[config.mk]
export PLATFORM = sky130hd
export DESIGN_NAME = tx_frame_s
export DESIGN_NICKNAME = d
export VERILOG_FILES = /design/src/rtl/tx_frame_s_pkg.sv /design/src/rtl/tx_frame_s_fifo.sv /design/src/rtl/tx_frame_s.sv
export SDC_FILE = /design/constraint.sdc
export NUM_CORES = 1
export LEC_CHECK = 0
export CORE_ASPECT_RATIO = 0.5
export CORE_UTILIZATION = 45
export DETAILED_ROUTE_END_ITERATION = 7
export SETUP_SLACK_MARGIN = 0.5
export SKIP_LAST_GASP = 1
export SLEW_MARGIN = 20
export SYNTH_ARGS = -nofsm -noshare
export SYNTH_HDL_FRONTEND = slang
export SYNTH_SLANG_ARGS = --single-unit
[constraint.sdc]
create_clock -name clk_sys -period 4.1 [get_ports clk_sys]
set_input_delay 0.615 -clock clk_sys [delete_from_list [all_inputs] [get_ports clk_sys]]
set_output_delay 0.615 -clock clk_sys [all_outputs]
set_load 0.05 [all_outputs]
[src/rtl/tx_frame_s_pkg.sv]
// Shared constants, state encoding and character builder for the tx_frame_s slave transmitter.
// Optional macro TX_PARITY_EN widens each character with an even-parity bit.
package tx_frame_s_pkg;

  localparam logic [7:0] SYNC_HDR = 8'hA5;

`ifdef TX_PARITY_EN
  localparam int BITS_PER_CHAR = 11;
`else
  localparam int BITS_PER_CHAR = 10;
`endif

  typedef enum logic [2:0] {
    IDLE  = 3'd0,
    WAIT  = 3'd1,
    GUARD = 3'd2,
    SEND  = 3'd3,
    TAIL  = 3'd4
  } state_t;

  typedef logic [BITS_PER_CHAR-1:0] char_t;

  // Bit 0 goes on the line first: start, data LSB first, [parity], stop.
  function automatic char_t make_char(input logic [7:0] b);
`ifdef TX_PARITY_EN
    return {1'b1, ^b, b, 1'b0};
`else
    return {1'b1, b, 1'b0};
`endif
  endfunction

endpackage

[src/rtl/tx_frame_s_fifo.sv]
// Single-clock show-ahead byte FIFO feeding the frame serializer.
// A push while full is accepted only if a pop frees a slot in the same cycle.
module tx_fifo_s #(
  parameter int AW = 4
) (
  input  logic       clk_sys,
  input  logic       rst_n,
  input  logic       i_push,
  input  logic [7:0] i_wdata,
  input  logic       i_pop,
  output logic [7:0] o_rdata,
  output logic       o_full,
  output logic       o_empty
);

  localparam int DEPTH = 2**AW;
  localparam logic [AW:0] FULL_CNT = (AW+1)'(DEPTH);
  localparam logic [AW:0] CNT_ONE  = (AW+1)'(1);
  localparam logic [AW-1:0] PTR_ONE = AW'(1);

  logic [7:0]    r_mem [DEPTH];
  logic [AW-1:0] r_wr;
  logic [AW-1:0] r_rd;
  logic [AW:0]   r_count;
  logic          r_full;
  logic          r_empty;
  logic [AW:0]   w_count_nxt;
  logic          w_do_push;
  logic          w_do_pop;

  assign w_do_pop  = i_pop && !r_empty;
  assign w_do_push = i_push && (!r_full || w_do_pop);

  always_comb begin
    w_count_nxt = r_count;
    if (w_do_push && !w_do_pop) begin
      w_count_nxt = r_count + CNT_ONE;
    end else if (!w_do_push && w_do_pop) begin
      w_count_nxt = r_count - CNT_ONE;
    end
  end

  always_ff @(posedge clk_sys or negedge rst_n) begin
    if (!rst_n) begin
      r_wr    <= '0;
      r_rd    <= '0;
      r_count <= '0;
      r_full  <= 1'b0;
      r_empty <= 1'b1;
    end else begin
      if (w_do_push) r_wr <= r_wr + PTR_ONE;
      if (w_do_pop)  r_rd <= r_rd + PTR_ONE;
      r_count <= w_count_nxt;
      r_full  <= (w_count_nxt == FULL_CNT);
      r_empty <= (w_count_nxt == '0);
    end
  end

  always_ff @(posedge clk_sys) begin
    if (w_do_push) r_mem[r_wr] <= i_wdata;
  end

  assign o_rdata = r_mem[r_rd];
  assign o_full  = r_full;
  assign o_empty = r_empty;

endmodule

[src/rtl/tx_frame_s.sv]
// Slave 485 frame transmitter: on fire_sync waits its slot, then sends A5, DEV_ID, payload, checksum.
// Optional macro TX_PARITY_EN adds an even-parity bit to every character.
module tx_frame_s
  import tx_frame_s_pkg::*;
#(
  parameter int         CLK_DIV  = 100,
  parameter int         NUM_BYTE = 8,
  parameter int         SLOT_DLY = 1000,
  parameter logic [7:0] DEV_ID   = 8'h01,
  parameter int         FIFO_AW  = 4
) (
  input  logic       clk_sys,
  input  logic       rst_n,
  input  logic       fire_sync,
  input  logic [7:0] data_in,
  input  logic       data_vld,
  output logic       data_full,
  output logic       tx_ctrl,
  output logic       tx_a,
  output logic       tx_b,
  output logic       busy,
  output logic       frame_done,
  output logic       underflow,
  output logic       sync_miss,
  output state_t     o_dbg_state
);

  localparam int NUM_CHAR = NUM_BYTE + 3;
  localparam int CNT_MAX  = (SLOT_DLY > 2*CLK_DIV) ? SLOT_DLY : 2*CLK_DIV;
  localparam int CW       = $clog2(CNT_MAX + 1);
  localparam int XW       = $clog2(NUM_CHAR + 1);
  localparam int BW       = $clog2(BITS_PER_CHAR + 1);

  localparam logic [CW-1:0] SLOT_LAST     = CW'(SLOT_DLY - 1);
  localparam logic [CW-1:0] GUARD_LAST    = CW'(2*CLK_DIV - 1);
  localparam logic [CW-1:0] BIT_LAST      = CW'(CLK_DIV - 1);
  localparam logic [CW-1:0] CNT_ONE       = CW'(1);
  localparam logic [BW-1:0] CHAR_BIT_LAST = BW'(BITS_PER_CHAR - 1);
  localparam logic [BW-1:0] BIT_ONE       = BW'(1);
  localparam logic [XW-1:0] CHAR_LAST     = XW'(NUM_CHAR - 1);
  localparam logic [XW-1:0] PAY_FIRST     = XW'(2);
  localparam logic [XW-1:0] PAY_LAST      = XW'(NUM_BYTE + 1);
  localparam logic [XW-1:0] IDX_ONE       = XW'(1);

  // Data input handshake: data_vld is a one-cycle write strobe; data_full is the
  // ready-low indication, and a strobe while full is dropped unless a pop frees a slot.

  state_t        r_state;
  logic [CW-1:0] r_cnt;
  logic [BW-1:0] r_bit;
  logic [XW-1:0] r_char;
  char_t         r_shift;
  logic [7:0]    r_sum;
  logic          r_tx_ctrl;
  logic          r_tx_a;
  logic          r_tx_b;
  logic          r_busy;
  logic          r_done;
  logic          r_uf;
  logic          r_miss;

  logic          w_load;
  logic [XW-1:0] w_ld_idx;
  logic          w_ld_pay;
  logic          w_pop;
  logic [7:0]    w_fifo_rd;
  logic          w_fifo_full;
  logic          w_fifo_empty;
  logic [7:0]    w_pay_byte;
  logic [7:0]    w_char_byte;
  char_t         w_char;

  tx_fifo_s #(.AW(FIFO_AW)) u_fifo (
    .clk_sys (clk_sys),
    .rst_n   (rst_n),
    .i_push  (data_vld),
    .i_wdata (data_in),
    .i_pop   (w_pop),
    .o_rdata (w_fifo_rd),
    .o_full  (w_fifo_full),
    .o_empty (w_fifo_empty)
  );

  // A character is loaded at the end of the guard time and at the end of every stop bit but the last.
  assign w_load = ((r_state == GUARD) && (r_cnt == GUARD_LAST)) ||
                  ((r_state == SEND) && (r_cnt == BIT_LAST) &&
                   (r_bit == CHAR_BIT_LAST) && (r_char != CHAR_LAST));
  assign w_ld_idx   = (r_state == GUARD) ? '0 : (r_char + IDX_ONE);
  assign w_ld_pay   = w_load && (w_ld_idx >= PAY_FIRST) && (w_ld_idx <= PAY_LAST);
  assign w_pop      = w_ld_pay && !w_fifo_empty;
  assign w_pay_byte = w_fifo_empty ? 8'h00 : w_fifo_rd;

  always_comb begin
    w_char_byte = w_pay_byte;
    if (w_ld_idx == '0) begin
      w_char_byte = SYNC_HDR;
    end else if (w_ld_idx == IDX_ONE) begin
      w_char_byte = DEV_ID;
    end else if (w_ld_idx == CHAR_LAST) begin
      w_char_byte = r_sum;
    end
  end

  assign w_char = make_char(w_char_byte);

  always_ff @(posedge clk_sys or negedge rst_n) begin
    if (!rst_n) begin
      r_state   <= IDLE;
      r_cnt     <= '0;
      r_bit     <= '0;
      r_char    <= '0;
      r_shift   <= '1;
      r_sum     <= '0;
      r_tx_ctrl <= 1'b0;
      r_tx_a    <= 1'b1;
      r_tx_b    <= 1'b0;
      r_busy    <= 1'b0;
      r_done    <= 1'b0;
      r_uf      <= 1'b0;
      r_miss    <= 1'b0;
    end else begin
      r_done <= 1'b0;
      r_uf   <= 1'b0;
      r_miss <= fire_sync && (r_state != IDLE);
      case (r_state)
        IDLE: begin
          if (fire_sync) begin
            r_state <= WAIT;
            r_busy  <= 1'b1;
            r_cnt   <= '0;
            r_sum   <= DEV_ID;
          end
        end
        WAIT: begin
          if (r_cnt == SLOT_LAST) begin
            r_state   <= GUARD;
            r_tx_ctrl <= 1'b1;
            r_cnt     <= '0;
          end else begin
            r_cnt <= r_cnt + CNT_ONE;
          end
        end
        GUARD: begin
          if (r_cnt == GUARD_LAST) begin
            r_state <= SEND;
            r_cnt   <= '0;
            r_bit   <= '0;
            r_char  <= '0;
          end else begin
            r_cnt <= r_cnt + CNT_ONE;
          end
        end
        SEND: begin
          if (r_cnt == BIT_LAST) begin
            r_cnt <= '0;
            if (r_bit == CHAR_BIT_LAST) begin
              r_bit <= '0;
              if (r_char == CHAR_LAST) begin
                r_state <= TAIL;
              end else begin
                r_char <= r_char + IDX_ONE;
              end
            end else begin
              r_bit   <= r_bit + BIT_ONE;
              r_tx_a  <= r_shift[0];
              r_tx_b  <= ~r_shift[0];
              r_shift <= r_shift >> 1;
            end
          end else begin
            r_cnt <= r_cnt + CNT_ONE;
          end
        end
        TAIL: begin
          if (r_cnt == BIT_LAST) begin
            r_state   <= IDLE;
            r_cnt     <= '0;
            r_tx_ctrl <= 1'b0;
            r_busy    <= 1'b0;
            r_done    <= 1'b1;
          end else begin
            r_cnt <= r_cnt + CNT_ONE;
          end
        end
        default: begin
          r_state   <= IDLE;
          r_tx_ctrl <= 1'b0;
          r_busy    <= 1'b0;
        end
      endcase
      // Start bit goes out immediately; the remaining bits wait in the shifter.
      if (w_load) begin
        r_tx_a  <= 1'b0;
        r_tx_b  <= 1'b1;
        r_shift <= w_char >> 1;
        if (w_ld_pay) begin
          r_sum <= r_sum + w_pay_byte;
          r_uf  <= w_fifo_empty;
        end
      end
    end
  end

  assign data_full   = w_fifo_full;
  assign tx_ctrl     = r_tx_ctrl;
  assign tx_a        = r_tx_a;
  assign tx_b        = r_tx_b;
  assign busy        = r_busy;
  assign frame_done  = r_done;
  assign underflow   = r_uf;
  assign sync_miss   = r_miss;
  assign o_dbg_state = r_state;

endmodule

==> results.py, run 1 <==
metrics = {
    "routing": {
        "post_drt_wl_per_cell_um": 19.4,
        "post-route-drc-count": 0,
        "drt_iter0_markers": 423,
        "avgViaCountPerCell": 5.56,
        "wl_mm": 18.2,
        "drtAntennaViolNets": 0,
        "vias": 5214,
        "dr.pass1.iters": 5,
    },
    "floorplanning": {
        "core-area_mm2": 0.0185,
        "dieHeight_um": 99.6,
        "num_rows": 35,
        "start_util_pct": 46.3,
        "io_pins": 23,
        "die-area_mm2": 0.0196,
        "die_w_um": 197,
    },
    "synthesis": {
        "syn_inst": 614,
        "synth_top_cell_by_area": "edfxtp_1",
        "synth_cell_types": 66,
        "synth_top_area_share_pct": 44.8,
        "syn-cell-area_mm2": 0.00857,
        "synth-edff-count": 128,
        "syn-num-nets": 646,
        "ys_async_sr_fraction_pct": 32.3,
        "yosys_warnings": 0,
        "synth_area_per_cell_um2": 14.0,
        "synth_area_leaders": "edfxtp_1, dfrtp_1, mux4_2",
        "synth_ff_type": "edfxtp_1",
        "synth-seq-area-share_pct": 62.8,
        "synth_seq_cells": 189,
    },
    "power_and_ir_drop": {
        "power_leakage_uw": 0.00352,
        "peakVddDrop_mv": 0.250,
        "powerDensity_mw_per_mm2": 459,
    },
    "grt": {
        "grt_pass1_wl_mm": 28.9,
        "grt_pass1_vias": 5061,
        "grt-ovfl-total": 0,
        "antenna_found_initial": 0,
        "grt_max_degree": 38,
        "groute.usage.overall_pct": 20.1,
    },
    "final_layout": {
        "final_common_cell": "edfxtp_1",
        "fillers": 1556,
        "drive_above_1_share_pct": 20.5,
        "final_cell_count_no_fill": 938,
        "nNetsFinal": 698,
        "area_growth_pct": 15.2,
        "seq_area_mm2": 0.00539,
        "final_cell_mix": "edfxtp_1, nand2_1, dfrtp_1",
        "multi_input_area_mm2": 0.00301,
        "antenna_cells": 0,
    },
    "setup_path": {
        "worstSetupStartpointType": "register",
        "crit_required_ns": 4.24,
        "worst_setup_path_end_kind": "register",
        "reg2reg_depth": 10,
        "worstPathCellList": "inv_1, ha_1, and3_1, a31oi_2, nand3_2, or2_1, a21oi_4, nand2_1, nor3_1, buf_4",
        "worst_ep_arrival_time_ns": 3.54,
        "cpPeakStageDelay_ns": 0.48,
        "path_class": "register to register",
        "path_max_fanout": 8,
        "critPathSlowestCell": "dfrtp_1",
    },
    "timing": {
        "skew_ns": 0.0137,
        "setup-violations-final": 0,
        "fin_crit_ns": 3.39,
        "final_max_slew_viol_count": 0,
        "fmax_mhz": 295,
        "finalCritPeriodShare_pct": 82.8,
        "slew_headroom_pct": 42.8,
        "rsz0062_at_grt": "false",
        "hold_viol": 0,
        "worst_pin_slew_ns": 0.858,
        "setup_tns_ns": 0,
    },
    "placed_design": {
        "gp_congestion": 0.866,
        "port_buffers": 22,
        "dp_hpwl_mm": 12.0,
        "dpl.cell_count": 903,
    },
    "clocking": {
        "cts_made_buffers": 17,
        "cts_tree": "built",
        "clock_sinks": 189,
        "root_buffer": "clkbuf_16",
        "worstSkewPairLatency_ns": 0.44,
        "cts.reportedPaths.clkPinSlew_ns": 0.07,
        "clockBufferDepth": 2,
        "cts.htree.levels": 4,
        "hold_buffers": 0,
    },
    "run": {
        "cap_viol_max_count": 0,
    },
    "min_path": {
        "hp-class": "input pin to async pin",
    },
    "run_status": {
        "status": "finished, final reports clean",
    },
}
==> worst paths after layout <==
kind,start,endpoint,slack (ns)
max reg2reg,r_char[0],u_fifo.r_mem[1][1],0.71
min in group clk_sys,r_shift[5],r_shift[5],0.47
max,r_char[0],u_fifo.r_mem[1][1],0.71
min reg2reg,r_shift[5],r_shift[5],0.47
min,rst_n,r_cnt[6],0.29
max in group asynchronous,rst_n,r_shift[9],2.89
==> Yosys cell counts (4+ instances only) <==
library cell and instances:
edfxtp_1 128, nand2_1 54, dfrtp_1 49, mux4_2 38, nor2_1 38, o21ai_0 34, a21oi_1 24, nand3_1 24
ha_1 19, inv_1 19, nor3_1 15, dfstp_2 12, a31oi_1 10, and2_1 9, buf_2 8, clkbuf_1 8
xnor2_1 8, nor2b_1 7, nor4_1 7, xor2_1 7, a211oi_1 6, a21o_1 6, nand2b_1 6, o31ai_1 6
mux2i_1 5, and3_1 4, mux2_2 4, nand4_1 4, o21ai_1 4, or3_1 4
==> state kept, by name, summed over array words and instances, names as in the netlist, 4 cells and up <==
register and count:
r_bit 4, u_fifo.r_mem 128, r_cnt 10, r_shift 10, u_fifo.r_rd 4, r_char 4
u_fifo.r_count 5, r_sum 8, u_fifo.r_wr 4
==> power by group <==
group          leakage, µW  total, µW  internal [µW]  switching, µW
clock network     0.000294       1670            871            795
registers          0.00186       2310           2220           94.7
logic              0.00136        548            221            327
total              0.00352       4530           3310           1220
==> kinds of logic (layout without fill, tap and decap cells) <==
family | count (synthesis) | count (layout) | synth area share (%)
fa+ha+maj | 20 | 20 | 3.01
flops | 189 | 189 | 62.8
mux | 47 | 47 | 11.1
compound gates | 110 | 110 | 8.15
xor+xnor | 15 | 15 | 1.53
simple gates | 191 | 191 | 11.1
buf+inv | 42 | 107 | 2.26
==> critical path: cells and delay by family (launching register included) <==
kind / cells / cell delay (ns)
adder cells (fa/ha/maj): 1 / 0.37
AND/OR/NAND/NOR: 5 / 1.32
buffers and inverters: 2 / 0.36
AO/OA/AOI/OAI: 2 / 0.58
flip-flops: 1 / 0.48
==> cell type report <==
| cell class | count | share of cell area [%] |
|---|---|---|
| Timing Repair Buffer | 55 | 4.82 |
| Clock buffer | 17 | 4.31 |
| Tap cell | 259 | 3.28 |
| Inverter | 20 | 0.760 |
| Clock inverter | 15 | 1.74 |
| Sequential cell | 189 | 54.6 |
| Multi-Input combinational cell | 383 | 30.5 |
==> routing by layer <==
| layer | part of all wire [%] | GRT usage [%] |
|---|---|---|
| met5 | 0 | 0 |
| met4 | 0.92 | 5.66 |
| met3 | 5.0 | 4.48 |
| met2 | 47 | 31.2 |
| met1 | 47 | 28.7 |
==> metrics by stage <==
stage	setup slack, ns	total power, µW	util (%)	hold slack, ns	instance area, µm²
global placement	0.590	2890	49.8	0.454	9230
global route	0.496	4740	53.3	0.362	9870
finish	0.706	4530	53.3	0.289	9870
detailed placement	0.613	2900	49.8	0.465	9230
floorplan	0.560	2670	-	0.319	8570
CTS	0.583	4560	53.0	0.323	9830
==> timing repair <==
item / 4_1_cts / 5_1_grt
buffers inserted: 0 / 3
resized for setup: 0 / 3
endpoints found under the hold margin: 0 / 0
endpoints found under the setup margin: 0 / 121
Note: power is estimated with default switching activity, not from simulation.
==> run 2, diff against run 1 <==
==> constraint.sdc (replaced) <==
create_clock -name clk_sys -period 3.3 [get_ports clk_sys]
set_input_delay 0.495 -clock clk_sys [delete_from_list [all_inputs] [get_ports clk_sys]]
set_output_delay 0.495 -clock clk_sys [all_outputs]
set_load 0.05 [all_outputs]
==> run 2 against run 1 <==
Die area did not move. Wire length up 3.6%. Cell count rose by 2.5%. Sequential power increased by 26%. Count of clock-buffer cells in the layout unchanged. Clock power up 23%. Largest power group unchanged. Critical path type unchanged.
==> results.py, run 2 (same netlist as run 1, synthesis figures left out) <==
metrics = {
    "setup_path": {
        "worst_setup_path_end_kind": "register",
        "worstSetupStartpointType": "register",
        "path_buf_inv": 1,
        "crit_family": "multiplexers",
        "worstPathCellList": "clkbuf_16, mux4_2, mux4_2, and2_4, ha_4, a21oi_2, nor2b_1, o31a_1, o41ai_2, xnor2_1, nand2_1, mux2i_1",
        "crit_required_ns": 3.62,
        "worst_ep_arrival_time_ns": 3.54,
        "path_class": "register to register",
        "worst_path_most_repeated_cell": "mux4_2",
        "critPathSlowestCell": "mux4_2",
        "cpPeakStageDelay_ns": 0.50,
        "path_max_fanout": 5,
    },
    "placed_design": {
        "gp_congestion": 0.842,
        "port_buffers": 22,
        "dp_hpwl_mm": 12.1,
        "dpl_cell_area_mm2": 0.00944,
    },
    "floorplanning": {
        "num_rows": 35,
        "io_pins": 23,
        "core-area_mm2": 0.0185,
        "die-area_mm2": 0.0196,
        "dieHeight_um": 99.6,
        "start_util_pct": 46.3,
        "die_w_um": 197,
    },
    "clocking": {
        "cts.htree.levels": 4,
        "cts.reportedPaths.clkPinSlew_ns": 0.07,
        "cts_tree": "built",
        "cts_made_buffers": 17,
        "clock_sinks": 189,
        "clockBufferDepth": 2,
        "worstSkewPairLatency_ns": 0.43,
        "root_buffer": "clkbuf_16",
    },
    "timing": {
        "final_max_slew_viol_count": 0,
        "hold_viol": 0,
        "worst_pin_slew_ns": 0.696,
        "skew_ns": 0.0167,
        "rsz0062_at_grt": "true",
        "hold-worst-slack_ns": 0.471,
        "fmax_mhz": 311,
        "finalCritPeriodShare_pct": 97.6,
        "slew_headroom_pct": 53.6,
        "fin_crit_ns": 3.22,
        "setup_tns_ns": 0,
        "setup-violations-final": 0,
    },
    "power_and_ir_drop": {
        "power_leakage_uw": 0.00372,
        "peakVddDrop_mv": 0.340,
        "powerDensity_mw_per_mm2": 554,
    },
    "final_layout": {
        "drive_above_1_share_pct": 30.1,
        "reg_top3": "u_fifo.r_mem: 128 flops, r_cnt: 10 flops, r_shift: 10 flops",
        "area_growth_pct": 22.3,
        "largest_register_ff_count": 128,
        "final_common_cell": "edfxtp_1",
        "nNetsFinal": 721,
        "post-route-util_pct": 56.6,
        "max_flop_register": "u_fifo.r_mem",
        "antenna_cells": 0,
        "final_cell_mix": "edfxtp_1, nand2_1, dfrtp_1",
        "fin_area_mm2": 0.0105,
    },
    "routing": {
        "drt_iter0_markers": 293,
        "avgViaCountPerCell": 5.57,
        "post_drt_wl_per_cell_um": 19.7,
        "dr.pass1.iters": 5,
        "wl_mm": 18.9,
        "drtAntennaViolNets": 0,
        "vias": 5351,
        "post-route-drc-count": 0,
    },
    "grt": {
        "grt-ovfl-total": 0,
        "grt_max_degree": 48,
        "antenna_found_initial": 0,
        "grt_pass1_wl_mm": 30.0,
        "groute.usage.overall_pct": 20.6,
        "grt_pass1_vias": 5307,
    },
    "run_status": {
        "status": "finished, final reports clean",
    },
    "run": {
        "cap_viol_max_count": 0,
    },
    "min_path": {
        "hp-class": "register to register",
    },
}
==> run 2: where the power goes <==
| part | switching, µW | internal, µW |
|---|---|---|
| logic | 486 | 351 |
| clock network | 981 | 1080 |
| registers | 148 | 2750 |
==> run 2: worst min-delay path: cells and delay by family (launching register included) <==
kind               cells  cell delay, ns
DFF                    1            0.37
and+or+nand+nor        1            0.05
AOI/OAI and AO/OA      1            0.05
==> run 2: area by class of cell <==
type,instances,area [µm²]
Fill cell,1489,8040
Sequential cell,189,5390
Multi-Input combinational cell,383,3280
Timing Repair Buffer,78,805
Clock buffer,17,425
Tap cell,259,324
Clock inverter,15,175
Inverter,20,75.1
==> run 2: metrics by stage <==
stage / total power [µW] / std cells / setup slack (ns)
floorplan: 3420 / 614 / 0.0965
global placement: 3680 / 907 / 0.0925
detailed placement: 3700 / 907 / 0.0315
CTS: 5820 / 957 / 0.0171
global route: 6050 / 961 / -0.0235
finish: 5800 / 961 / 0.0796
==> run 2: path summary, 6_finish.rpt <==
kind | from | to | slack (ns) | depth (start not counted)
setup / recovery | u_fifo.r_rd[0] | r_sum[7] | 0.08 | 12
hold / removal | r_shift[2] | r_shift[2] | 0.47 | 2
setup reg to reg | u_fifo.r_rd[0] | r_sum[7] | 0.08 | 12
hold reg to reg | r_shift[2] | r_shift[2] | 0.47 | 2
max in group asynchronous | rst_n | r_char[1] | 1.85 | 3
min in group asynchronous | rst_n | r_cnt[6] | 0.49 | 2
==> run 2: routing by layer <==
layer  share of wire, %  routed length [µm]  vias to the layer above  GRT usage, %
met5                  0                   0                        -             0
met4               0.73                 138                        0          4.41
met3                4.8                 906                       14          4.92
met2                 47                8850                      131          33.0
met1                 48                9000                     2710          28.8
li1                   -                   -                     2496             -
==> run 2: what timing repair did <==
item | 4_1_cts | 5_1_grt
pin swaps | 8 | 8
endpoints found under the setup margin | 111 | 138
hold buffers | 1 | 0
hold endpoints to repair | 14 | 0
cloned | 1 | 2
buffers inserted | 16 | 2
resized for setup | 15 | 21
==> run 3, diff against run 2 <==
--- a/config.mk
+++ b/config.mk
@@ -5,9 +5,12 @@
 export SDC_FILE = /design/constraint.sdc
 export NUM_CORES = 1
 export LEC_CHECK = 0
+export CELL_PAD_IN_SITES_DETAIL_PLACEMENT = 2
+export CELL_PAD_IN_SITES_GLOBAL_PLACEMENT = 2
 export CORE_ASPECT_RATIO = 0.5
 export CORE_UTILIZATION = 45
 export DETAILED_ROUTE_END_ITERATION = 7
+export PLACE_DENSITY_LB_ADDON = 0.1
 export SETUP_SLACK_MARGIN = 0.5
 export SKIP_LAST_GASP = 1
 export SLEW_MARGIN = 20
==> run 3 against run 2 <==
The run now ends with setup timing left. Total power grew 5.5%. Via count grew 11%. Clock power grew 2%. Flip-flop and latch count is the same. Non-clock buffer count grew 10. Critical path depth grew 4. Sequential power grew 2%. Setup slack lost 0.40 ns. Combinational power grew 27%. Count of clock-buffer cells in the layout is the same. Wire length grew 50%. Maximum frequency shrank 11%.
==> results.py, run 3 (same netlist as run 1, synthesis figures left out) <==
metrics = {
    "power_and_ir_drop": {
        "power_leakage_uw": 0.00379,
        "p_sw_uw": 1930,
        "total_power_uw": 6120,
        "powerDensity_mw_per_mm2": 573,
        "pwr-share-comb_pct": 17.3,
        "peakVddDrop_mv": 0.407,
        "pwr-share-seq_pct": 48.4,
        "clkPwrFrac_pct": 34.3,
        "p_int_uw": 4190,
        "swShare_pct": 31.6,
    },
    "setup_path": {
        "r2r_end": "r_sum[6]",
        "endpoint": "r_sum[6]",
        "path_buf_inv": 4,
        "crit_family": "compound AO/OA/AOI/OAI gates",
        "worst_setup_path_end_kind": "register",
        "cp-startpoint": "u_fifo.r_rd[0]",
        "path_max_fanout": 7,
        "worstPathCellList": "buf_6, buf_16, buf_8, mux4_2, mux2i_2, a211oi_2, ha_2, inv_2, fa_2, nor2b_4, o21ai_2, nand2b_1, a21o_1, a21oi_2, xor2_1, o21ai_1",
        "path_class": "register to register",
        "crit_required_ns": 3.68,
        "worst-path-stages": 16,
        "worstSetupStartpointType": "register",
        "reg2reg_setup_slack_ns": -0.32,
        "critPathSlowestCell": "dfrtp_2",
        "reg2reg_depth": 16,
        "worst_ep_arrival_time_ns": 4.00,
        "cpPeakStageDelay_ns": 0.47,
        "timing.rr.start": "u_fifo.r_rd[0]",
    },
    "grt": {
        "grt-ovfl-total": 0,
        "groute.usage.overall_pct": 27.9,
        "grt_pass1_vias": 6151,
        "antenna_found_initial": 0,
        "grt_max_degree": 62,
        "grt_pass1_wl_mm": 39.0,
    },
    "timing": {
        "worst_pin_slew_ns": 0.828,
        "hold_viol": 0,
        "rsz0062_at_grt": "true",
        "final_max_slew_viol_count": 0,
        "finalCritPeriodShare_pct": 110,
        "setup-violations-final": 4,
        "fin_ws_ns": -0.320,
        "slew_headroom_pct": 44.8,
        "fin_crit_ns": 3.62,
        "skew_ns": 0.0259,
        "fmax_mhz": 276,
    },
    "placed_design": {
        "gp_congestion": 0.780,
        "port_buffers": 22,
        "place_ws_ns": -0.0776,
        "dp_hpwl_mm": 16.3,
    },
    "floorplanning": {
        "dieHeight_um": 99.6,
        "num_rows": 35,
        "core-area_mm2": 0.0185,
        "die_w_um": 197,
        "start_util_pct": 46.3,
        "die-area_mm2": 0.0196,
        "io_pins": 23,
    },
    "clocking": {
        "clock_sinks": 189,
        "hold_buffers": 0,
        "cts.reportedPaths.clkPinSlew_ns": 0.09,
        "cts.htree.levels": 4,
        "cts_tree": "built",
        "clockBufferDepth": 2,
        "root_buffer": "clkbuf_16",
        "cts_made_buffers": 17,
        "worstSkewPairLatency_ns": 0.46,
    },
    "routing": {
        "post-route-drc-count": 0,
        "avgViaCountPerCell": 6.13,
        "drtAntennaViolNets": 0,
        "wl_mm": 28.3,
        "drt_iter0_markers": 447,
        "post_drt_wl_per_cell_um": 29.2,
        "dr.pass1.iters": 5,
        "vias": 5953,
    },
    "final_layout": {
        "final_common_cell": "edfxtp_1",
        "fillers": 1628,
        "drive_above_1_share_pct": 32.0,
        "final_cell_mix": "edfxtp_1, nand2_1, dfrtp_1",
        "antenna_cells": 0,
        "max_flop_register": "u_fifo.r_mem",
        "reg_top3": "u_fifo.r_mem: 128 flops, r_cnt: 10 flops, r_shift: 10 flops",
        "largest_register_ff_count": 128,
        "nNetsFinal": 731,
        "area_growth_pct": 24.6,
    },
    "run_status": {
        "failed_checks": "setup timing",
        "status": "finished, violations left",
    },
    "min_path": {
        "hp-class": "input pin to async pin",
    },
    "run": {
        "cap_viol_max_count": 0,
    },
}
## run 3: changes by cell type in the layout (fill, tap and decap cells not counted), sizes merged
cell         before  now
clkbuf           19   18
dlygate4sd3       1    0
buf              54   66
clkinvlp          2    1
clkinv            8    7
bufinv            1    0
inv              24   27
## run 3: worst register-to-register path, cell delays in order, from the launching register on
cell and delay [ns]:
dfrtp_2 0.47, buf_6 0.15, buf_16 0.14, buf_8 0.13, mux4_2 0.40, mux2i_2 0.11
a211oi_2 0.38, ha_2 0.30, inv_2 0.07, fa_2 0.43, nor2b_4 0.18, o21ai_2 0.08
nand2b_1 0.13, a21o_1 0.17, a21oi_2 0.08, xor2_1 0.17, o21ai_1 0.15
## run 3: worst min-delay path by stage
stage	start	end	slack [ns]	cells after the start
6_report	rst_n	r_cnt[7]	0.22	2
5_1_grt	rst_n	u_fifo.r_rd[1]	0.28	2
4_1_cts	rst_n	r_cnt[6]	0.27	2
3_5_place_dp	r_shift[5]	r_shift[5]	0.46	2
3_3_place_gp	r_shift[2]	r_shift[2]	0.45	2
2_1_floorplan	rst_n	busy	0.20	0
## run 3: area by class of cell
cell class                      instances  area [µm²]  share of cell area [%]
Tap cell                              259         324                    3.04
Clock buffer                           17         425                    3.98
Sequential cell                       189        5390                    50.5
Inverter                               20        75.1                   0.703
Timing Repair Buffer                   88         940                    8.80
Multi-Input combinational cell        383        3360                    31.5
Clock inverter                         15         163                    1.52
## run 3: power by group through the flow
| stage | clock [µW] | combinational, µW | sequential (µW) |
|---|---|---|---|
| CTS | 2090 | 914 | 2930 |
| global placement | 0 | 745 | 2940 |
| floorplan | 0 | 546 | 2870 |
| detailed placement | 0 | 818 | 2970 |
| global route | 2210 | 1100 | 2980 |
| finish | 2100 | 1060 | 2960 |
## run 3: metrics by stage
step	util [%]	setup TNS (ns)	hold WS, ns	cells	cell area (µm²)
final	57.6	-0.915	0.222	971	10700
after global routing	57.6	-1.12	0.281	971	10700
after CTS	56.0	-0.101	0.267	957	10400
after detailed placement	51.3	-0.0810	0.464	910	9500
after global placement	51.3	0	0.453	910	9500
after floorplan	-	0	0.199	614	8750
## run 3: timing repair
| action | 4_1_cts | 5_1_grt |
|---|---|---|
| buffers inserted | 14 | 13 |
| gates resized for setup | 23 | 37 |
| gates cloned | 1 | 1 |
| pin swaps | 6 | 16 |
| endpoints found under the setup margin | 105 | 132 |
## run 3: per-layer routing
layer / routed length, µm / global-route usage (%)
met5: 0 / 0
met4: 576 / 7.87
met3: 1510 / 6.48
met2: 13800 / 46.2
met1: 12400 / 37.2
